<file path="config.mk">
export PLATFORM = sky130hd
export DESIGN_NAME = seq_alu
export DESIGN_NICKNAME = d
export VERILOG_FILES = /design/src/rtl/seq_alu.sv
export SDC_FILE = /design/constraint.sdc
export NUM_CORES = 1
export LEC_CHECK = 0
export BUFFER_PORTS_ARGS = -buffer_cell sky130_fd_sc_hd__buf_2
export CAP_MARGIN = 0
export CORE_ASPECT_RATIO = 1.5
export CORE_UTILIZATION = 34
export DETAILED_ROUTE_END_ITERATION = 6
export PLACE_DENSITY_LB_ADDON = 0.15
export RECOVER_POWER = 25
export SYNTH_ARGS = -nofsm -noshare
export SYNTH_HDL_FRONTEND = slang
export SYNTH_SLANG_ARGS = --single-unit
export TNS_END_PERCENT = 10
</file>
<file path="constraint.sdc">
create_clock -name clk_i -period 3.9 [get_ports clk_i]
set_clock_uncertainty 0.2 [all_clocks]
set_input_delay 0.195 -clock clk_i [delete_from_list [all_inputs] [get_ports clk_i]]
set_output_delay 0.195 -clock clk_i [all_outputs]
set_load 0.02 [all_outputs]
</file>
<file path="src/rtl/seq_alu.sv">
// Registered ALU with a valid/ready handshake on both sides: single-cycle logic/arith ops
// plus a fixed-latency iterative shift-add multiply (low WIDTH bits of the product).
module seq_alu #(
    parameter int WIDTH   = 32,
    parameter int SHAMT_W = $clog2(WIDTH)
) (
    input  logic             clk_i,
    input  logic             rst_i,
    input  logic             valid_i,
    output logic             ready_o,
    input  logic [WIDTH-1:0] src1_i,
    input  logic [WIDTH-1:0] src2_i,
    input  logic [3:0]       ctrl_i,
    output logic             valid_o,
    input  logic             ready_i,
    output logic [WIDTH-1:0] result_o,
    output logic             zero_o,
    output logic             ovf_o
);

    typedef enum logic [3:0] {
        OP_AND = 4'd0,
        OP_OR  = 4'd1,
        OP_ADD = 4'd2,
        OP_MUL = 4'd3,
        OP_SUB = 4'd6,
        OP_SLT = 4'd7,
        OP_SRA = 4'd8,
        OP_LUI = 4'd9,
        OP_BNE = 4'd10,
        OP_NOR = 4'd12
    } op_e;

    typedef enum logic [1:0] {
        IDLE,
        BUSY,
        DONE
    } state_e;

    localparam int MSB = WIDTH - 1;

    op_e              op;
    state_e           state_q, state_d;
    logic             accept;
    logic             is_mul;
    logic             last_step;

    logic [WIDTH-1:0] sum, diff;
    logic [WIDTH-1:0] alu_res;
    logic             alu_ovf;
    logic             alu_zero;

    logic [WIDTH-1:0] mcand_q, mplier_q, acc_q;
    logic [WIDTH-1:0] acc_step;
    logic [SHAMT_W-1:0] count_q;

    logic [WIDTH-1:0] result_q;
    logic             zero_q;
    logic             ovf_q;

    assign op     = op_e'(ctrl_i);
    assign is_mul = (op == OP_MUL);

    // Handshake: ready depends only on state and the downstream ready, never on valid_i.
    assign ready_o = (state_q == IDLE) || ((state_q == DONE) && ready_i);
    assign accept  = valid_i && ready_o;

    assign sum  = src1_i + src2_i;
    assign diff = src1_i - src2_i;

    // NOTE: every always_comb output gets a default before the case, so no path leaves it
    // unassigned and no latch is inferred.
    always_comb begin
        alu_res = '0;
        alu_ovf = 1'b0;
        case (op)
            OP_AND: alu_res = src1_i & src2_i;
            OP_OR:  alu_res = src1_i | src2_i;
            OP_ADD: begin
                alu_res = sum;
                alu_ovf = (src1_i[MSB] == src2_i[MSB]) && (sum[MSB] != src1_i[MSB]);
            end
            OP_SUB, OP_BNE: begin
                alu_res = diff;
                alu_ovf = (src1_i[MSB] != src2_i[MSB]) && (diff[MSB] != src1_i[MSB]);
            end
            OP_SLT: alu_res = {{(WIDTH-1){1'b0}}, (src1_i < src2_i)};
            OP_SRA: alu_res = $signed(src1_i) >>> src2_i[SHAMT_W-1:0];
            OP_LUI: alu_res = src2_i << (WIDTH / 2);
            OP_NOR: alu_res = ~(src1_i | src2_i);
            default: begin
                alu_res = '0;
                alu_ovf = 1'b0;
            end
        endcase
    end

    // BNE inverts the sense of the zero flag so the branch unit can use it unchanged.
    assign alu_zero = (alu_res == '0) ^ (op == OP_BNE);

    assign acc_step  = acc_q + (mplier_q[0] ? mcand_q : '0);
    assign last_step = (count_q == SHAMT_W'(WIDTH - 1));

    always_comb begin
        state_d = state_q;
        case (state_q)
            IDLE: begin
                if (accept) state_d = is_mul ? BUSY : DONE;
            end
            BUSY: begin
                if (last_step) state_d = DONE;
            end
            DONE: begin
                if (accept)       state_d = is_mul ? BUSY : DONE;
                else if (ready_i) state_d = IDLE;
            end
            default: state_d = IDLE;
        endcase
    end

    // NOTE: sequential state uses non-blocking assignments so every register samples
    // pre-edge values regardless of statement order.
    always_ff @(posedge clk_i or negedge rst_i) begin
        if (!rst_i) state_q <= IDLE;
        else        state_q <= state_d;
    end

    always_ff @(posedge clk_i or negedge rst_i) begin
        if (!rst_i) begin
            mcand_q  <= '0;
            mplier_q <= '0;
            acc_q    <= '0;
            count_q  <= '0;
            result_q <= '0;
            zero_q   <= 1'b0;
            ovf_q    <= 1'b0;
        end else if (accept) begin
            if (is_mul) begin
                mcand_q  <= src1_i;
                mplier_q <= src2_i;
                acc_q    <= '0;
                count_q  <= '0;
            end else begin
                result_q <= alu_res;
                zero_q   <= alu_zero;
                ovf_q    <= alu_ovf;
            end
        end else if (state_q == BUSY) begin
            // Fixed WIDTH iterations; a zero multiplier does not finish early.
            acc_q    <= acc_step;
            mcand_q  <= mcand_q << 1;
            mplier_q <= mplier_q >> 1;
            count_q  <= count_q + SHAMT_W'(1);
            if (last_step) begin
                result_q <= acc_step;
                zero_q   <= (acc_step == '0);
                ovf_q    <= 1'b0;
            end
        end
    end

    assign valid_o  = (state_q == DONE);
    assign result_o = result_q;
    assign zero_o   = zero_q;
    assign ovf_o    = ovf_q;

endmodule

</file>
======== Word level (Yosys, flattened, before mapping) ========
Index checks and enable logic that the tools add are counted.
cells by class
  multiply operators ...................... 0
  div/mod/pow operators ................... 0
  shift operators ......................... 1
  add/sub/neg operators ................... 4
  magnitude comparators ................... 1
  muxes and demuxes ....................... 33
  bitwise gates (word level) .............. 4
  reduce and logical (&&, ||, !) cells .... 15
  equal/unequal tests ..................... 21
operators by type and width
  cell                                           number
  two-way mux 32 bit                             14
  case mux 32 bit (8 select lines)               1
  adder 32 bit                                   2
  zero test 32 bit                               2
  AND 32 bit                                     1
  less-than comparator 32 bit                    1
  NOT 32 bit                                     1
  OR 32 bit                                      1
  >>> shifter 32 x 5 -> 32 bit                   1
  subtractor 32 bit                              1
  == test 4 bit, second input constant           4
  two-way mux 5 bit                              3
  two-way mux 2 bit                              5
  == test 4 x 2 -> 1 bit, second input constant  2
  == test 4 x 3 -> 1 bit, second input constant  2
  two-way mux 1 bit                              8
  inequality test 2 bit, second input constant   3
  case mux 2 bit (3 select lines)                1
  AND reduction 3 bit                            2
  adder 5 x 1 -> 5 bit, second input constant    1
  == test 5 bit, second input constant           1
  == test 4 x 1 -> 1 bit, second input constant  1
  logical AND 1 bit                              4
  zero test 4 bit                                1
  other kinds (13)                               16
word-level totals
  memories ................................ 0
  memory bits (writable) .................. 0
  register bits after elaboration ......... 137
  output and inout port bits .............. 36
  memory bits (read-only) ................. 0
  input bits .............................. 72
  word-level logic and storage cells ...... 87
  latch bits .............................. 0

======== Longest topological paths before layout ========
Gate-level depths: netlist of run 1.
  word-level depth ........................ 7
  depth in mapped cells ................... 17
  mapped depth without buffers ............ 15

======== Worst setup path after synthesis of run 1 ========
OpenSTA, ideal clock, no wires.
  path kind ............................... input-to-reg
  start point ............................. input port src2_i[3]
  end point ............................... register zero_q, in the netlist zero_o
  setup time .............................. 0.119 ns
  setup slack ............................. -0.230 ns
  arrival time ............................ 3.811 ns
  path buffers ............................ 3
  required time ........................... 3.581 ns
  stages .................................. 17
  path through ............................ clkbuf_1 clkinv_1 buf_1 ha_1 buf_2 nand2_1 nor4_1 o311ai_2 a31oi_1 a211oi_1 mux2i_1 o211ai_1 a2111oi_0 nand4b_1 nor4_2 nand2_1 a21bo_1
on the way
  cells in the longest elaborated chain, start to end .. 7
  elaborated cells between the ends (all ways) .. 12
  classes of those cells .................. add/sub (2); order compare (1); shift (1); mux (3); bitwise (4); reduce/logical (1)
ends and longest elaborated chain
  item                                                                       line  RTL
  start: declaration                                                         12    input logic [WIDTH-1:0] src2_i,
  parallel branches: the longest is 2 deep, another holds subtractor 32 bit  -
  case mux 32 bit (8 select lines) (*)                                       76    case (op)
  zero test 32 bit (*)                                                       99    assign alu_zero = (alu_res == '0) ^ (op == OP_BNE);
  bitwise XOR 1 bit (*)                                                      99
  two-way mux 1 bit (*)                                                      138   if (is_mul) begin
  two-way mux 1 bit (*)                                                      137   end else if (accept) begin
  end signal: assignment                                                     145   zero_q <= alu_zero;
  end signal: assignment                                                     156   zero_q <= (acc_step == '0);
  end: declaration                                                           58    logic zero_q;
Mark *: on every way between the ends. The select of a mux whose other input is x is not followed.
A chain may end at the register's enable or synchronous reset.

======== Worst setup path after layout of run 1 ========
  start point ............................. register mplier_q[0]
  end point ............................... register zero_q, in the netlist zero_o
on the way
  cells in the longest elaborated chain, start to end .. 6
ends and longest elaborated chain
  item                      line  RTL
  start: declaration        53    logic [WIDTH-1:0] mcand_q, mplier_q, acc_q;
  start signal: assignment  140   mplier_q <= src2_i;
  start signal: assignment  152   mplier_q <= mplier_q >> 1;
  two-way mux 32 bit        101   assign acc_step = acc_q + (mplier_q[0] ? mcand_q : '0);
  adder 32 bit              101
  zero test 32 bit          156
  two-way mux 1 bit         154   if (last_step) begin
  two-way mux 1 bit         148   end else if (state_q == BUSY) begin
  two-way mux 1 bit         137
Every way passes these cells. The select of a mux whose other input is x is not followed.

==> flow_summary.yaml, run 1 <==
route:
  drc_markers: 12
  antenna_left: 0
  drtIter0Drc: 1669
  drt_first_pass_iters: 7
  route.final.wire_length_microns: 91600
  route.detailed.wl_per_inst_microns: 27.2
  route.vias.total: 19800
  via_per_inst: 5.88
floorplan:
  start_util_pct: 34.3
  die_w_microns: 179
  die_height_microns: 268
  fp.dieArea_sq_um: 48000
  placeableCoreArea_sq_um: 46600
  ports_placed_on_the_boundary: 108
  placement_rows: 97
yosys:
  synth_largest_area_cell: "sky130_fd_sc_hd__dfrtp_1"
  synth-edff-count: 0
  synth.yosys.seq_area_share_pct: 21.4
  ys_seq_elements: 137
  yosys.cell_count.top_type: "sky130_fd_sc_hd__nand2_1"
  synth.net_count: 2290
  synth.area.top_cells: "sky130_fd_sc_hd__dfrtp_1 21%, sky130_fd_sc_hd__ha_1 11%, sky130_fd_sc_hd__mux2i_1 6.4%"
  cell_count_after_synthesis: 2079
  post_synthesis_area_per_instance_sq_um: 7.70
  synth_largest_type_area_fraction_pct: 21.4
  yosys_warnings: 0
  ys_top_cells_by_count: "271 x sky130_fd_sc_hd__nand2_1, 160 x sky130_fd_sc_hd__o21ai_0, 156 x sky130_fd_sc_hd__nor2_1, 137 x sky130_fd_sc_hd__dfrtp_1, 136 x sky130_fd_sc_hd__ha_1"
  ys_async_sr_fraction_pct: 100
  netlist_area_sq_um: 16000
  synth_top_flop_cell: "sky130_fd_sc_hd__dfrtp_1"
  synth.lib_cells_used.distinct: 89
cts:
  cts_tree: "built"
  htree_levels: 4
  cts_num_sinks: 137
  cts_buffers: 17
  clk_pin_slew_worst_paths_ps: 70
  clock_tree.buffer_depth: 2
  clk_root_buffer_cell: "sky130_fd_sc_hd__clkbuf_16"
  clock_latency_on_the_worst_skew_pair_ps: 470
outcome:
  status: "finished with violations"
  violations: "DRC, capacitance limit, slew limit, setup timing"
layout:
  final_core_utilization_pct: 49.7
  num-nets-final: 2973
  signed_area_change_from_the_synthesized_netlist_to_the_final_layout_pct: 44.8
  antenna_cells_inserted: 0
  finish.instance_area_sq_um: 23200
  post_route_cells_drive_above_1_share_pct: 33.7
power_and_ir_drop:
  leakage_uw: 0.0110
  power.share.switching_pct: 43.2
  power.density_cell_area_nw_per_um2: 436
  seq_power_share_pct: 23.5
  combPwrFrac_pct: 59.6
  vdd.ir_drop.worst_uv: 335
  switchingPower_uw: 4370
  internal_power_uw: 5740
  power_frac_clock_pct: 16.8
sta:
  final-hold-violation-count: 0
  post-route-min-period_ps: 4320
  tightestPinTransition_ps: 2800
  timing.fmax_mhz: 231
  finish_stage_setup_viols: 1
  finalWorstSetupSlack_ps: -420
  final_min_period_over_clock_period_pct: 111
  unrepaired_setup_endpoints_after_global_routing: "true"
  total_neg_setup_slack_ps: -420
  timing.max_slew.rel_slack_pct: -86.9
  maxSlewViolCount: 99
grt:
  grt.met1_usage_pct: 39.5
  top_usage_layer: "met2"
  grtUsageMet2_pct: 67.3
  grt.total_usage_pct: 38.3
  global_route_wire_length_before_repair_microns: 131000
  antenna_found_initial: 1
  overflow: 0
  first_global_vias: 20000
  grt_max_degree: 99
  grt_met3_use_pct: 6.15
critical_path:
  cp.arrival_ps: 4530
  path_cells: "buf_6, and2_1, ha_2, o21ai_4, o21ai_4, buf_6, a211oi_4, buf_4, o31a_1, xnor2_2, and4_1, nand4_1, nor4b_2, buf_4, nand4_1, o311ai_2, a21oi_1, a21bo_1"
  critical_path_peak_fanout: 6
  timing.setup.critical_path_class: "flip-flop to flip-flop"
  worst_path_max_stage_delay_ps: 460
  worst_ep_required_time_ps: 4110
  critical_path.startpoint_type: "flip-flop"
  cp-end-kind: "flip-flop"
  timing.critical_path.max_delay_family: "compound AO/OA/AOI/OAI gates"
  cp_num_buf_inv: 4
  critical-path-slowest-cell: "sky130_fd_sc_hd__dfrtp_2"
place:
  post_dp_cell_area_sq_um: 21900
  finalWeightedCongestion: 1.08
  dpl.hpwl_microns: 74400
  place_ws_ps: -1090
  numPortBuffers: 107
hold_path:
  min_path_type: "primary input to flip-flop"
flow_run:
  maxCapViolCount: 1
per-stage QoR:
stage	hold slack [ps]	std cells	power (uW)
6_report	40.4	3368	10100
5_1_grt	42.5	3368	10700
4_1_cts	13.6	3366	9890
3_5_place_dp	184	3301	7880
3_3_place_gp	183	3301	7800
2_1_floorplan	-301	2079	4940
worst register-to-register path, cell delays in order, from the launching register on:
cell and delay (ps):
sky130_fd_sc_hd__dfrtp_2 460, sky130_fd_sc_hd__buf_6 150, sky130_fd_sc_hd__and2_1 170, sky130_fd_sc_hd__ha_2 300, sky130_fd_sc_hd__o21ai_4 260, sky130_fd_sc_hd__o21ai_4 120
sky130_fd_sc_hd__buf_6 150, sky130_fd_sc_hd__a211oi_4 350, sky130_fd_sc_hd__buf_4 190, sky130_fd_sc_hd__o31a_1 200, sky130_fd_sc_hd__xnor2_2 170, sky130_fd_sc_hd__and4_1 230
sky130_fd_sc_hd__nand4_1 210, sky130_fd_sc_hd__nor4b_2 320, sky130_fd_sc_hd__buf_4 160, sky130_fd_sc_hd__nand4_1 220, sky130_fd_sc_hd__o311ai_2 170, sky130_fd_sc_hd__a21oi_1 70
sky130_fd_sc_hd__a21bo_1 190
placed cells by master (no fill, tap or decap), types with 11 or more instances in the layout:
master | Yosys | routed
sky130_fd_sc_hd__mux2_2 | 18 | 18
sky130_fd_sc_hd__nand4_1 | 20 | 20
sky130_fd_sc_hd__nor3_1 | 43 | 43
sky130_fd_sc_hd__clkbuf_16 | 0 | 17
sky130_fd_sc_hd__mux2i_1 | 103 | 103
sky130_fd_sc_hd__nand2b_1 | 16 | 15
sky130_fd_sc_hd__nand3_1 | 43 | 43
sky130_fd_sc_hd__dlygate4sd3_1 | 0 | 23
sky130_fd_sc_hd__buf_4 | 2 | 658
sky130_fd_sc_hd__nor4_1 | 20 | 17
sky130_fd_sc_hd__a21oi_1 | 133 | 128
sky130_fd_sc_hd__o22ai_1 | 46 | 46
sky130_fd_sc_hd__o211ai_1 | 28 | 28
sky130_fd_sc_hd__nor2_1 | 156 | 151
sky130_fd_sc_hd__a221oi_1 | 25 | 24
sky130_fd_sc_hd__clkbuf_1 | 99 | 12
sky130_fd_sc_hd__o21a_1 | 12 | 12
sky130_fd_sc_hd__buf_12 | 0 | 11
sky130_fd_sc_hd__nand2_1 | 271 | 271
sky130_fd_sc_hd__a211oi_1 | 21 | 19
sky130_fd_sc_hd__inv_1 | 107 | 107
sky130_fd_sc_hd__a21o_1 | 23 | 23
sky130_fd_sc_hd__xor2_1 | 14 | 13
sky130_fd_sc_hd__mux4_2 | 15 | 15
sky130_fd_sc_hd__a22oi_1 | 28 | 28
sky130_fd_sc_hd__dfrtp_1 | 137 | 136
sky130_fd_sc_hd__and3_1 | 18 | 16
sky130_fd_sc_hd__xnor2_1 | 15 | 13
sky130_fd_sc_hd__o221ai_1 | 14 | 14
sky130_fd_sc_hd__o31ai_1 | 19 | 17
sky130_fd_sc_hd__a31oi_1 | 19 | 19
sky130_fd_sc_hd__nor2b_1 | 17 | 17
sky130_fd_sc_hd__ha_1 | 136 | 123
sky130_fd_sc_hd__a211o_1 | 12 | 12
sky130_fd_sc_hd__and2_1 | 42 | 35
sky130_fd_sc_hd__o21ai_0 | 160 | 159
sky130_fd_sc_hd__buf_2 | 29 | 94
sky130_fd_sc_hd__o21bai_1 | 17 | 13
sky130_fd_sc_hd__or2_2 | 11 | 11
registers in the layout, indices dropped and copies added, names as in the netlist:
name and count:
acc_q 32, mcand_q 32, mplier_q 32, result_o 32, count_q 5, state_q 2
ovf_o 1, zero_o 1
cell families after synthesis:
group                    synth area share, %
XOR/XNOR                                1.59
AO/OA/AOI/OAI                           28.5
multiplexers                            10.3
flip-flops                              21.4
AND/OR/NAND/NOR                         21.0
buffers and inverters                   6.21
adder cells (fa/ha/maj)                 11.0
power groups by stage:
stage          clock network, uW  registers, uW  logic (uW)
2_1_floorplan                  0           2370        2570
3_3_place_gp                   0           2360        5440
3_5_place_dp                   0           2370        5510
4_1_cts                     1730           2370        5790
5_1_grt                     1780           2450        6450
6_report                    1700           2380        6030
path summary, 6_finish.rpt:
kind | from | to | slack, ps | cells past startpoint
worst min-delay path | src1_i[19] | mcand_q[19] | 40 | 4
min in group asynchronous | rst_i | mcand_q[13] | 890 | 2
worst max-delay path | mplier_q[0] | zero_o | -420 | 18
worst max register to register | mplier_q[0] | zero_o | -420 | 18
max in group asynchronous | rst_i | mplier_q[0] | 690 | 2
worst min register to register | mplier_q[11] | mplier_q[11] | 280 | 2
cell type report:
cell class                      instances  area (sq um)
Fill cell                            4654         23400
Clock buffer                           17           425
Clock inverter                         14           146
Sequential cell                       137          3430
Timing Repair Buffer                  803          5960
Tap cell                              594           743
Multi-Input combinational cell       1691         12000
Inverter                              112           422
what timing repair did:
item / 4_1_cts / 5_1_grt
hold endpoints to repair: 118 / 0
hold buffers: 23 / 0
resized for setup: 48 / 32
endpoints found under the setup margin: 5 / 6
buffers inserted: 11 / 3
pin swaps: 24 / 23
cloned: 0 / 0
metal layers:
layer	wire, microns	share of wire, %
met1	32500	35
met2	45400	50
met3	5050	5.5
met4	8670	9.5
met5	7	0.0076
Note: power is estimated with default switching activity, not from simulation.
==> run 2: changes to the inputs <==
--- a/config.mk
+++ b/config.mk
@@ -11,7 +11,6 @@
 export CORE_UTILIZATION = 34
 export DETAILED_ROUTE_END_ITERATION = 6
 export PLACE_DENSITY_LB_ADDON = 0.15
-export RECOVER_POWER = 25
 export SYNTH_ARGS = -nofsm -noshare
 export SYNTH_HDL_FRONTEND = slang
 export SYNTH_SLANG_ARGS = --single-unit
==> constraint.sdc (replaced) <==
create_clock -name clk_i -period 5.6 [get_ports clk_i]
set_clock_uncertainty 0.2 [all_clocks]
set_input_delay 0.28 -clock clk_i [delete_from_list [all_inputs] [get_ports clk_i]]
set_output_delay 0.28 -clock clk_i [all_outputs]
set_load 0.02 [all_outputs]
==> run 2 against run 1 <==
The flow finishes with violations (DRC). Combinational power is 51% lower. Flip-flop and latch count stayed put. Via count is 12% lower. Clock-buffer cell count is 3 higher. Non-clock buffer count is 584 lower. Largest cell class unchanged.
==> flow_summary.yaml, run 2 (same netlist as run 1, synthesis figures left out) <==
floorplan:
  die_w_microns: 179
  ports_placed_on_the_boundary: 108
  fp.dieArea_sq_um: 48000
  start_util_pct: 34.3
  die_height_microns: 268
  placement_rows: 97
  placeableCoreArea_sq_um: 46600
critical_path:
  critical-path-slowest-cell: "sky130_fd_sc_hd__a211oi_1"
  worst_path_max_stage_delay_ps: 700
  critical_path.startpoint: "src1_i[0]"
  cp.arrival_ps: 5410
  cp-endpoint: "zero_o"
  cp-end-kind: "flip-flop"
  critical_path_depth: 18
  cp_num_buf_inv: 4
  r2r_end: "zero_o"
  critical_path.startpoint_type: "primary input"
  worst-r2r-cell-count: 15
  regToRegSetupSlack_ps: 400
  crit-reg2reg-launch: "mplier_q[0]"
  worst_ep_required_time_ps: 5800
  timing.setup.critical_path_class: "primary input to flip-flop"
  critical_path_peak_fanout: 4
  path_cells: "dlygate4sd3_1, buf_2, inv_1, ha_1, fa_1, nor2_1, o21ai_0, a211oi_1, nor4_1, buf_4, o21ai_0, a311oi_1, a211o_1, a21oi_1, nand4_1, nor4b_2, a21oi_1, a21bo_1"
  timing.critical_path.max_delay_family: "compound AO/OA/AOI/OAI gates"
flow_run:
  maxCapViolCount: 0
sta:
  tightestPinTransition_ps: 1300
  final_min_period_over_clock_period_pct: 93.1
  final-hold-violation-count: 0
  total_neg_setup_slack_ps: 0
  unrepaired_setup_endpoints_after_global_routing: "false"
  finish_stage_setup_viols: 0
  timing.fmax_mhz: 192
  maxSlewViolCount: 0
  timing.max_slew.rel_slack_pct: 12.6
  post-route-min-period_ps: 5210
outcome:
  status: "finished with violations"
  violations: "DRC"
layout:
  post_route_cells_drive_above_1_share_pct: 14.2
  mostFrequentLayoutCell: "sky130_fd_sc_hd__nand2_1"
  final_core_utilization_pct: 39.1
  layout.cells.most_common_list: "271 x sky130_fd_sc_hd__nand2_1, 160 x sky130_fd_sc_hd__o21ai_0, 154 x sky130_fd_sc_hd__nor2_1"
  antenna_cells_inserted: 0
  signed_area_change_from_the_synthesized_netlist_to_the_final_layout_pct: 13.9
  fillCellCount: 4973
  num-nets-final: 2389
cts:
  clk_pin_slew_worst_paths_ps: 70
  cts_buffers: 17
  clk_root_buffer_cell: "sky130_fd_sc_hd__clkbuf_16"
  clock_tree.buffer_depth: 2
  cts_num_sinks: 137
  cts_tree: "built"
  htree_levels: 4
  clock_latency_on_the_worst_skew_pair_ps: 470
  cts_setup_buffers: 0
grt:
  grt.total_usage_pct: 35.1
  first_global_vias: 17300
  grt_max_degree: 130
  overflow: 0
  antenna_found_initial: 6
  global_route_wire_length_before_repair_microns: 120000
power_and_ir_drop:
  leakage_uw: 0.00807
  power.density_cell_area_nw_per_um2: 317
  vdd.ir_drop.worst_uv: 229
route:
  drtIter0Drc: 1667
  antenna_left: 0
  drt_first_pass_iters: 7
  via_per_inst: 6.24
  route.detailed.wl_per_inst_microns: 29.8
  drc_markers: 16
  route.final.wire_length_microns: 83000
  route.vias.total: 17400
place:
  finalWeightedCongestion: 1.04
  numPortBuffers: 107
  dpl.hpwl_microns: 65300
hold_path:
  min_path_type: "primary input to flip-flop"
==> run 2: cell type report <==
class	count	area [sq um]	share of cell area (%)
clock buffers	20	447	2.45
repair buffers	219	1440	7.90
clock inverters	12	118	0.645
multi-input cells	1691	11600	63.8
flip-flops and latches	137	3430	18.8
well taps	594	743	4.08
inverters	112	420	2.31
==> run 2: stage by stage <==
| stage | cells | setup WS, ps | hold slack [ps] | power [uW] | instance area (sq um) |
|---|---|---|---|---|---|
| after floorplan | 2079 | 1390 | -216 | 3440 | 16000 |
| after global placement | 2735 | 344 | 201 | 4540 | 17500 |
| after detailed placement | 2735 | 335 | 203 | 4580 | 17500 |
| after CTS | 2785 | 331 | 0.587 | 5770 | 18200 |
| after global routing | 2785 | 72.9 | 21.9 | 6140 | 18200 |
| final | 2785 | 389 | 19.7 | 5780 | 18200 |
==> run 2: worst min-delay path by stage <==
stage	start	endpoint	slack (ps)	depth (start not counted)
3_3_place_gp	rst_i	mplier_q[28]	200	1
6_report	src2_i[30]	mplier_q[30]	20	3
4_1_cts	src1_i[10]	mcand_q[10]	0.6	3
3_5_place_dp	rst_i	mplier_q[27]	200	1
2_1_floorplan	rst_i	acc_q[0]	-220	0
5_1_grt	src1_i[10]	mcand_q[10]	20	3
==> run 2: per-layer routing <==
metal | global-route usage [%] | vias to the layer above | wire, microns
met5 | 0 | - | 13
met4 | 28.3 | 2 | 7840
met3 | 5.11 | 244 | 4360
met2 | 61.1 | 747 | 41200
met1 | 37.3 | 8479 | 29600
li1 | - | 7900 | -
==> run 2: power breakdown <==
part / total [uW] / switching (uW) / internal, uW
registers: 1680 / 298 / 1380
logic: 2950 / 1870 / 1080
clock network: 1160 / 528 / 627
==> run 2: repair_timing <==
item | 4_1_cts | 5_1_grt
hold buffers | 18 | 0
gates resized for setup | 0 | 0
endpoints found under the hold margin | 99 | 0
==> run 2: worst register-to-register path: stages, from the launching register on <==
cell	delay (ps)
sky130_fd_sc_hd__dfrtp_1	550
sky130_fd_sc_hd__and2_1	270
sky130_fd_sc_hd__ha_1	220
sky130_fd_sc_hd__fa_1	440
sky130_fd_sc_hd__a21oi_1	230
sky130_fd_sc_hd__nor2_1	110
sky130_fd_sc_hd__o21ai_0	560
sky130_fd_sc_hd__a211o_1	330
sky130_fd_sc_hd__a31oi_1	190
sky130_fd_sc_hd__a2111oi_0	850
sky130_fd_sc_hd__nor4_1	150
sky130_fd_sc_hd__nor3_1	510
sky130_fd_sc_hd__nand4_1	150
sky130_fd_sc_hd__o311ai_0	130
sky130_fd_sc_hd__a21oi_1	70
sky130_fd_sc_hd__a21bo_1	190
